## src/rtl/uart_regfile_fifo_if.sv

```systemverilog
// Host register bus plus TX FIFO drain handshake for uart_regfile_fifo.
// master = host/transmitter side, slave = register file.
interface uart_regfile_fifo_if #(
  parameter int WIDTH = 8
);
  logic [1:0]       addr;
  logic             wr_en;
  logic [WIDTH-1:0] wr_data;
  logic [WIDTH-1:0] rd_data;
  logic [WIDTH-1:0] tx_data;
  logic             tx_valid;
  logic             tx_ready;

  modport master (
    output addr, wr_en, wr_data, tx_ready,
    input  rd_data, tx_data, tx_valid
  );

  modport slave (
    input  addr, wr_en, wr_data, tx_ready,
    output rd_data, tx_data, tx_valid
  );
endinterface

```

## src/rtl/uart_regfile_fifo.sv

```systemverilog
// UART host register file: DATA (TX FIFO), STATUS (W1C sticky bits), CONTROL, BRD, maskable IRQ.
// Define UART_RF_RDREG_EN to register the read data path (1-cycle read latency).
module uart_regfile_fifo #(
  parameter int WIDTH   = 8,
  parameter int DEPTH   = 4,
  parameter int BRD_RST = 16
) (
  input  logic               clk,
  input  logic               rst_n,
  uart_regfile_fifo_if.slave bus,
  input  logic               err_set,
  output logic [WIDTH-1:0]   ctrl_out,
  output logic [WIDTH-1:0]   brd_out,
  output logic               irq
);

  localparam int AW = $clog2(DEPTH);

  typedef logic [AW:0]   cnt_t;
  typedef logic [AW-1:0] ptr_t;

  localparam cnt_t       CNT_FULL = cnt_t'(DEPTH);
  localparam cnt_t       CNT_ONE  = cnt_t'(1);
  localparam ptr_t       PTR_ONE  = ptr_t'(1);
  localparam logic [1:0] A_DATA   = 2'd0;
  localparam logic [1:0] A_STATUS = 2'd1;
  localparam logic [1:0] A_CTRL   = 2'd2;
  localparam logic [1:0] A_BRD    = 2'd3;

  if (WIDTH < 4) begin : g_width_chk
    $error("uart_regfile_fifo: WIDTH must be >= 4");
  end
  if ((DEPTH < 2) || ((DEPTH & (DEPTH - 1)) != 0)) begin : g_depth_chk
    $error("uart_regfile_fifo: DEPTH must be a power of two >= 2");
  end

  logic [WIDTH-1:0] fifo_mem [DEPTH];
  ptr_t             wr_ptr;
  ptr_t             rd_ptr;
  cnt_t             count;
  logic             ovf;
  logic             err;
  logic [WIDTH-1:0] ctrl_reg;
  logic [WIDTH-1:0] brd_reg;

  logic             full;
  logic             empty;
  logic             push_req;
  logic             push;
  logic             pop;
  logic             ovf_set;
  logic             sts_wr;
  logic [WIDTH-1:0] status_val;
  logic [WIDTH-1:0] rd_mux;

  function automatic logic [WIDTH-1:0] rd_select(
    input logic [1:0]       sel,
    input cnt_t             cnt,
    input logic [WIDTH-1:0] status,
    input logic [WIDTH-1:0] ctrl,
    input logic [WIDTH-1:0] brd
  );
    logic [WIDTH-1:0] res;
    res = '0;
    case (sel)
      A_DATA:   res = WIDTH'(cnt);
      A_STATUS: res = status;
      A_CTRL:   res = ctrl;
      default:  res = brd;
    endcase
    return res;
  endfunction

  assign full     = (count == CNT_FULL);
  assign empty    = (count == '0);
  assign push_req = bus.wr_en && (bus.addr == A_DATA);
  // A full FIFO rejects the push even if a pop frees a slot this cycle.
  assign push     = push_req && !full;
  assign ovf_set  = push_req && full;
  assign pop      = !empty && bus.tx_ready;
  assign sts_wr   = bus.wr_en && (bus.addr == A_STATUS);

  // FIFO pointers and occupancy
  always_ff @(posedge clk or negedge rst_n) begin
    if (!rst_n) begin
      wr_ptr <= '0;
      rd_ptr <= '0;
      count  <= '0;
    end else begin
      if (push) wr_ptr <= wr_ptr + PTR_ONE;
      if (pop)  rd_ptr <= rd_ptr + PTR_ONE;
      case ({push, pop})
        2'b10:   count <= count + CNT_ONE;
        2'b01:   count <= count - CNT_ONE;
        default: count <= count;
      endcase
    end
  end

  // FIFO storage carries data only, so it is left out of reset.
  always_ff @(posedge clk) begin
    if (push) fifo_mem[wr_ptr] <= bus.wr_data;
  end

  // Sticky status bits (hardware set beats W1C) and host registers
  always_ff @(posedge clk or negedge rst_n) begin
    if (!rst_n) begin
      ovf      <= 1'b0;
      err      <= 1'b0;
      ctrl_reg <= '0;
      brd_reg  <= WIDTH'(BRD_RST);
    end else begin
      if (ovf_set)                     ovf <= 1'b1;
      else if (sts_wr && bus.wr_data[2]) ovf <= 1'b0;

      if (err_set)                     err <= 1'b1;
      else if (sts_wr && bus.wr_data[3]) err <= 1'b0;

      if (bus.wr_en && (bus.addr == A_CTRL)) ctrl_reg <= bus.wr_data;
      if (bus.wr_en && (bus.addr == A_BRD))  brd_reg  <= bus.wr_data;
    end
  end

  always_comb begin
    status_val      = '0;
    status_val[3:0] = {err, ovf, empty, full};
  end

  always_comb begin
    rd_mux = rd_select(bus.addr, count, status_val, ctrl_reg, brd_reg);
  end

`ifdef UART_RF_RDREG_EN
  logic [WIDTH-1:0] rd_data_p1;

  // Read stage: ADDR and state captured at the edge
  always_ff @(posedge clk or negedge rst_n) begin
    if (!rst_n) rd_data_p1 <= '0;
    else        rd_data_p1 <= rd_mux;
  end

  assign bus.rd_data = rd_data_p1;
`else
  assign bus.rd_data = rd_mux;
`endif

  assign bus.tx_data  = fifo_mem[rd_ptr];
  assign bus.tx_valid = !empty;
  assign ctrl_out     = ctrl_reg;
  assign brd_out      = brd_reg;
  assign irq          = (ovf & ctrl_reg[0]) | (err & ctrl_reg[1]);

endmodule

```

## src/flat_wrapper.sv

```systemverilog
// flat-port wrapper written by rule: the top's interface ports become plain ports
module uart_regfile_fifo_flat 
#(
  parameter int WIDTH   = 8,
  parameter int DEPTH   = 4,
  parameter int BRD_RST = 16
)
  (clk, rst_n, err_set, ctrl_out, brd_out, irq, bus_addr, bus_wr_en, bus_wr_data, bus_tx_ready, bus_rd_data, bus_tx_data, bus_tx_valid);
  uart_regfile_fifo_if #(.WIDTH(WIDTH)) bus_i ();
  input  logic clk;
  input  logic rst_n;
  input  logic err_set;
  output logic [WIDTH-1:0] ctrl_out;
  output logic [WIDTH-1:0] brd_out;
  output logic irq;
  input wire logic [$bits(bus_i.addr)-1:0] bus_addr;
  input wire logic [$bits(bus_i.wr_en)-1:0] bus_wr_en;
  input wire logic [$bits(bus_i.wr_data)-1:0] bus_wr_data;
  input wire logic [$bits(bus_i.tx_ready)-1:0] bus_tx_ready;
  output wire logic [$bits(bus_i.rd_data)-1:0] bus_rd_data;
  output wire logic [$bits(bus_i.tx_data)-1:0] bus_tx_data;
  output wire logic [$bits(bus_i.tx_valid)-1:0] bus_tx_valid;
  assign bus_i.addr = bus_addr;
  assign bus_i.wr_en = bus_wr_en;
  assign bus_i.wr_data = bus_wr_data;
  assign bus_i.tx_ready = bus_tx_ready;
  assign bus_rd_data = bus_i.rd_data;
  assign bus_tx_data = bus_i.tx_data;
  assign bus_tx_valid = bus_i.tx_valid;
  uart_regfile_fifo #(.WIDTH(WIDTH), .DEPTH(DEPTH), .BRD_RST(BRD_RST)) u_core (.clk(clk), .rst_n(rst_n), .bus(bus_i), .err_set(err_set), .ctrl_out(ctrl_out), .brd_out(brd_out), .irq(irq));
endmodule
```

## config.mk

```make
export PLATFORM = sky130hd
export DESIGN_NAME = uart_regfile_fifo_flat
export DESIGN_NICKNAME = d
export VERILOG_FILES = /design/src/rtl/uart_regfile_fifo_if.sv /design/src/rtl/uart_regfile_fifo.sv /design/src/flat_wrapper.sv
export SDC_FILE = /design/constraint.sdc
export NUM_CORES = 1
export LEC_CHECK = 0
export ABC_AREA = 1
export BUFFER_PORTS_ARGS = -buffer_cell sky130_fd_sc_hd__buf_2
export CAP_MARGIN = 25
export CORE_MARGIN = 3
export CORE_UTILIZATION = 29
export CTS_BUF_LIST = sky130_fd_sc_hd__clkbuf_4 sky130_fd_sc_hd__clkbuf_8
export CTS_CLUSTER_DIAMETER = 50
export DETAILED_ROUTE_END_ITERATION = 6
export GPL_TIMING_DRIVEN = 0
export PLACE_DENSITY = 0.58
export SETUP_SLACK_MARGIN = 0.05
export SLEW_MARGIN = 40
export SYNTH_ARGS = -nofsm -noshare
export SYNTH_HDL_FRONTEND = slang
export SYNTH_SLANG_ARGS = --single-unit
```

## constraint.sdc

```tcl
create_clock -name clk -period 4 [get_ports clk]
set_input_delay 0.2 -clock clk [delete_from_list [all_inputs] [get_ports clk]]
set_output_delay 0.2 -clock clk [all_outputs]
set_load 0.02 [all_outputs]
```

==> results of run 1 <==
[synth_stat cells, drive strengths merged]
| cell | count | area share (%) |
|---|---|---|
| a22o | 1 | 0.33 |
| fa | 1 | 0.77 |
| nor2 | 33 | 5.3 |
| edfxtp | 32 | 37 |
| buf | 6 | 1.8 |
| xnor2 | 1 | 0.33 |
| ha | 5 | 2.4 |
| nand3 | 11 | 2.1 |
| dfstp | 1 | 1.0 |
| nand4 | 4 | 0.96 |
| inv | 28 | 4.0 |
| dfrtp | 24 | 23 |
| o21ai | 41 | 10 |
| nand2 | 69 | 11 |
[layout make-up]
class | count | area [um^2] | share of cell area, %
Buffer | 6 | 47.55 | 1.496
Clock buffer | 12 | 152.6 | 4.803
Clock inverter | 4 | 21.27 | 0.6693
Inverter | 28 | 105.1 | 3.307
Multi-Input combinational cell | 166 | 878.3 | 27.64
Sequential cell | 57 | 1588 | 49.96
Tap cell | 108 | 135.1 | 4.252
Timing Repair Buffer | 49 | 250.2 | 7.874
[per-stage QoR]
| stage | util, % | hold slack (ns) |
|---|---|---|
| 2_1_floorplan | - | -0.09559 |
| 3_3_place_gp | 34.14 | 0.2361 |
| 3_5_place_dp | 34.14 | 0.2365 |
| 4_1_cts | 36.24 | 0.03820 |
| 5_1_grt | 36.27 | 0.05683 |
| 6_report | 36.27 | 0.05538 |
[report_power, final]
part | internal, mW | switching, mW | total [mW]
Clock | 0.251 | 0.214 | 0.465
Sequential | 0.709 | 0.0668 | 0.776
Combinational | 0.233 | 0.468 | 0.701
Total | 1.19 | 0.749 | 1.94
[logic make-up (layout without fill, tap and decap cells)]
family	after synthesis	in the layout	synth area share (%)
AO/OA/AOI/OAI	42	42	10.47
adder cells (fa/ha/maj)	6	6	3.156
AND/OR/NAND/NOR	117	117	19.51
flip-flops	57	57	60.69
buffers and inverters	34	99	5.834
XOR/XNOR	1	1	0.3348
[how the worst max path moves through the flow]
stage | to | slack (ns)
6_report | u_core.count[2] | 1.95
5_1_grt | u_core.count[2] | 1.79
4_1_cts | u_core.count[2] | 1.96
3_5_place_dp | u_core.count[1] | 1.98
3_3_place_gp | u_core.count[2] | 1.99
2_1_floorplan | u_core.count[1] | 2.08
[worst max-delay path: cells and delay by family (launching register included)]
kind / cells / cell delay, ns
AND/OR/NAND/NOR: 7 / 0.88
flip-flops: 1 / 0.43
buffers and inverters: 1 / 0.07
adder cells (fa/ha/maj): 2 / 0.56
[sequential cells by signal, summed over array words and instances, names as in the netlist]
name / cells
u_core.fifo_mem: 32
u_core.brd_out: 8
u_core.ctrl_out: 8
u_core.count: 3
u_core.rd_ptr: 2
u_core.wr_ptr: 2
u_core.err: 1
u_core.ovf: 1
[routing by layer]
layer / track usage [%] / share of wire (%) / up-vias
li1: - / - / 966
met1: 16.97 / 47 / 895
met2: 18.58 / 47 / 60
met3: 5.052 / 6.3 / 0
met4: 2.147 / 0 / 0
met5: 0 / 0 / -
==> impl_results.md, run 1 <==
- Hpwl dp: 4.189 mm
- Worst path arrival time: 2.27 ns
- Boundary Pins: 49
- Max Fclk: 487.6 MHz
- Syn Std Cell Area: 2616 um^2
- Clock buffer count from CTS: 9
- First-pass GRT wire length: 9.501 mm
- WHS Path Cells: 3
- CP startpoint: u_core.count[0]
- Min-Delay Path Class: in2reg
- R2R Path Start: u_core.count[0]
- Yosys synthesis warning count: 0
- Starting Density: 29.85%
- Max Clock Skew: 0.004510 ns
- Mapped Cells: 257
- Grt total ovfl: 0
- Post-CTS resize count: 0
- Cell count of the worst reg-to-reg path: 10
- Via Count: 1921
- #FFs+latches synth: 57
- DP Cell Count: 413
- Period utilisation layout: 51.28%
- Final WS setup: 1.949 ns
- Worst hold start: err_set
- Worst-Margin Slew: 0.8328 ns
- FF-to-FF setup slack: 1.95 ns
- Layout cells sized above 1: 30.75%
- Die footprint: 10200 um^2
- Worst-Skew Late Latency: 0.33 ns
- Outcome: finished clean
- Avg Cell Area, Syn: 10.18 um^2
- PD cells: 610.8 nW/um^2
- Design area: 3178 um^2
- Port Buffers: 48
- GPL Wtd Cong: 0.8048
- CTS Buffer Depth: 2
- Max-capacitance violation count: 0
- Die width: 101.0 um
- Crit path cell chain: nor2_1, nand2_1, nand2_4, ha_1, inv_1, fa_1, nand2_1, nand3_1, nand2_1, nand2_1
- CTS clk-pin slew, worst paths: 0.06 ns
- Area post-placement: 2992 um^2
- CP max stage delay: 0.43 ns
- Lkg Pwr: 1.457 nW
- RSZ-0062 raised after global routing: no
- GRT Util Overall: 12.35%
- Cell variety after synth: 21
- Slew HR: 44.27%
- CP startpoint kind: flip-flop
- Drt first pass iters: 4
- Max VDD drop: 0.0002185 V
- Final Hold Vio Count: 0
- Crit-path max FO: 7
- Post-route minimum period: 2.051 ns
- CTS tree: built
- Req. time, crit path: 4.22 ns
- Die Height: 101.0 um
- Syn_nets: 278
- Kind of end point of the critical path: flip-flop
- Final Slew Violations: 0
- Most frequent cells in the layout: 62 x nand2_1, 50 x buf_2, 32 x edfxtp_1
- DRT antenna net count: 0
- Routed wire per std cell: 13.79 um
- Dpl ws: 1.981 ns
- Largest net degree at the start of global routing: 26
- Commonest non-fill, non-tap cell in the layout: nand2_1
- CP Class: reg2reg
- CORE AREA: 8763 um^2
- Root buf cell: clkbuf_8
- Hold-fix buffers at CTS: 1
- Initial antenna violation count: 0
- Max H-tree Level: 3
- Fill cells: 902
- Number of global-route vias before repair: 1813
- CP max-delay cell: dfrtp_1
- DR iter-0 viols: 107
- Postcts setup bufs: 0
- Post-route setup TNS: 0 ns
- Total Power: 1.941 mW
- Seq/Total Area, Yosys: 60.69%
- Reg-to-Reg End: u_core.count[2]
- Final non-filler cell total: 430
- Final WL: 5.929 mm
- Vias/cell: 4.467
- Nets: 338
- Std cell rows: 34
- Area Growth Syn to Fin: 21.47%
- Hold path endpoint: u_core.err
- Post-route DRC violation count: 0
- Clock sinks: 57
- Final setup vio count: 0
- Antenna cells: 0
- Most frequent cell on the critical path: nand2_1
(Power assumes the default switching activity.)
==> run 2, diff against run 1 <==
Clock period 4 ns to 2.1 ns, I/O delays scaled along.
==> run 2 against run 1 <==
Total power grew 92%. Combinational power grew 91%. Flip-flop and latch count is the same. Cell area grew 0.87%. Hold slack lost 0.037 ns. Count of clock-buffer cells in the layout is the same. First-iteration DRC count grew 19%. Worst setup slack lost 1.8 ns. Highest routed layer is now met4. Register-to-register slack lost 1.8 ns.
==> impl_results.md, run 2 (synthesis results as in run 1) <==
- Post-route DRC violation count: 0
- Root buf cell: clkbuf_8
- Fill cells: 900
- Layout cells sized above 1: 30.86%
- Sw power: 1.438 mW
- Worst path arrival time: 2.13 ns
- Boundary Pins: 49
- Worst-Skew Late Latency: 0.33 ns
- Via Count: 1934
- CTS tree: built
- Most frequent cells in the layout: 62 x nand2_1, 50 x buf_2, 32 x edfxtp_1
- CP startpoint kind: flip-flop
- Req. time, crit path: 2.32 ns
- Clock sinks: 57
- Final Hold Vio Count: 0
- Die Height: 101.0 um
- Commonest non-fill, non-tap cell in the layout: nand2_1
- Clock share of power: 23.9%
- Area Growth Syn to Fin: 22.52%
- Grt total ovfl: 0
- DRT antenna net count: 0
- Final setup vio count: 0
- DR iter-0 viols: 127
- Port Buffers: 48
- Kind of end point of the critical path: flip-flop
- Nets: 340
- Sequential Power Share: 40.0%
- Number of global-route vias before repair: 1816
- CP Class: reg2reg
- Hpwl dp: 4.189 mm
- Min-Delay Path Class: in2reg
- Final Slew Violations: 0
- WHS: 0.01792 ns
- Worst-Margin Slew: 0.8183 ns
- PD cells: 1160 nW/um^2
- Die width: 101.0 um
- Lkg Pwr: 1.466 nW
- Crit-path max FO: 7
- Max Fclk: 523.8 MHz
- GRT Util Overall: 12.36%
- Slew HR: 45.24%
- CTS Buffer Depth: 2
- Sw Ratio: 38.68%
- RSZ-0062 raised after global routing: no
- Max Clock Skew: 0.004002 ns
- Pint: 2.280 mW
- Vias/cell: 4.477
- CORE AREA: 8763 um^2
- Initial antenna violation count: 0
- Postcts setup bufs: 0
- Max-capacitance violation count: 0
- Final WL: 5.933 mm
- GPL Wtd Cong: 0.8048
- Drt first pass iters: 4
- Reg with most FFs: u_core.fifo_mem
- Die footprint: 10200 um^2
- Clock buffer count from CTS: 9
- Outcome: finished clean
- Max H-tree Level: 3
- Post-route setup TNS: 0 ns
- Antenna cells: 0
- Largest net degree at the start of global routing: 26
- Std cell rows: 34
- Starting Density: 29.85%
- First-pass GRT wire length: 9.515 mm
- Routed wire per std cell: 13.73 um
- Gate power share: 36.1%
- Max VDD drop: 0.0004158 V
- Max reg flops: 32
- Period utilisation layout: 90.92%
- Post-route minimum period: 1.909 ns
- CTS clk-pin slew, worst paths: 0.06 ns
run 2: cell types whose count changed in the layout (fill, tap and decap cells not counted):
cell	previous run	this run
dlygate4sd3_1	1	3
nor2_1	30	29
nor2_4	2	3
run 2: final timing paths:
| path | from | to | slack (ns) | cells after the start |
|---|---|---|---|---|
| max | u_core.count[0] | u_core.count[2] | 0.19 | 10 |
| min | bus_wr_data[0] | u_core.fifo_mem[2][0] | 0.02 | 1 |
| min in group asynchronous | rst_n | u_core.ctrl_out[3] | 0.31 | 2 |
| min reg2reg | u_core.brd_out[4] | u_core.brd_out[4] | 0.49 | 2 |
| max in group asynchronous | rst_n | u_core.err | 1.39 | 2 |
| max reg2reg | u_core.count[0] | u_core.count[2] | 0.19 | 10 |
run 2: area by class of cell:
| cell class | count | area [um^2] | area share, % |
|---|---|---|---|
| Tap cell | 108 | 135.1 | 4.215 |
| Multi-Input combinational cell | 166 | 885.9 | 27.63 |
| Inverter | 28 | 105.1 | 3.279 |
| Clock buffer | 12 | 152.6 | 4.762 |
| Buffer | 6 | 47.55 | 1.483 |
| Clock inverter | 4 | 21.27 | 0.6635 |
| Timing Repair Buffer | 51 | 270.3 | 8.431 |
| Sequential cell | 57 | 1588 | 49.53 |
run 2: stage by stage:
step	worst slack (ns)	util (%)	cell area (um^2)	std cells	total power [mW]
finish	0.1907	36.58	3206	432	3.718
global route	0.03747	36.58	3206	432	4.029
CTS	0.06254	36.46	3196	432	3.761
detailed placement	0.08061	34.14	2992	413	2.850
global placement	0.08644	34.14	2992	413	2.830
floorplan	0.1786	-	2616	257	2.401
run 2: worst max-delay path: stages (launching register included):
cell and delay [ns]:
dfrtp_1 0.45, nor2_4 0.18, nand2_1 0.13, nand2_4 0.13, ha_1 0.18, inv_1 0.07, fa_1 0.38, nand2_1 0.10
nand3_1 0.07, nand2_1 0.05, nand2_1 0.05
run 2: power by group through the flow:
stage               registers [mW]  clock network, mW  logic, mW
global route                  1.51              0.984       1.53
detailed placement            1.50                  0       1.35
global placement              1.50                  0       1.33
floorplan                     1.53                  0      0.868
finish                        1.49              0.887       1.34
CTS                           1.48              0.923       1.36
run 2: what timing repair did:
action	CTS	global route
resized for setup	0	2
hold endpoints to repair	27	0
hold buffers	3	0
endpoints found under the setup margin	0	2
run 2: metal layers:
| layer | vias up | track usage [%] | share of wire, % |
|---|---|---|---|
| met2 | 55 | 18.58 | 47 |
| met3 | 4 | 5.052 | 6.6 |
| li1 | 971 | - | - |
| met5 | - | 0 | 0 |
| met4 | 0 | 2.147 | 0.29 |
| met1 | 904 | 17.02 | 46 |
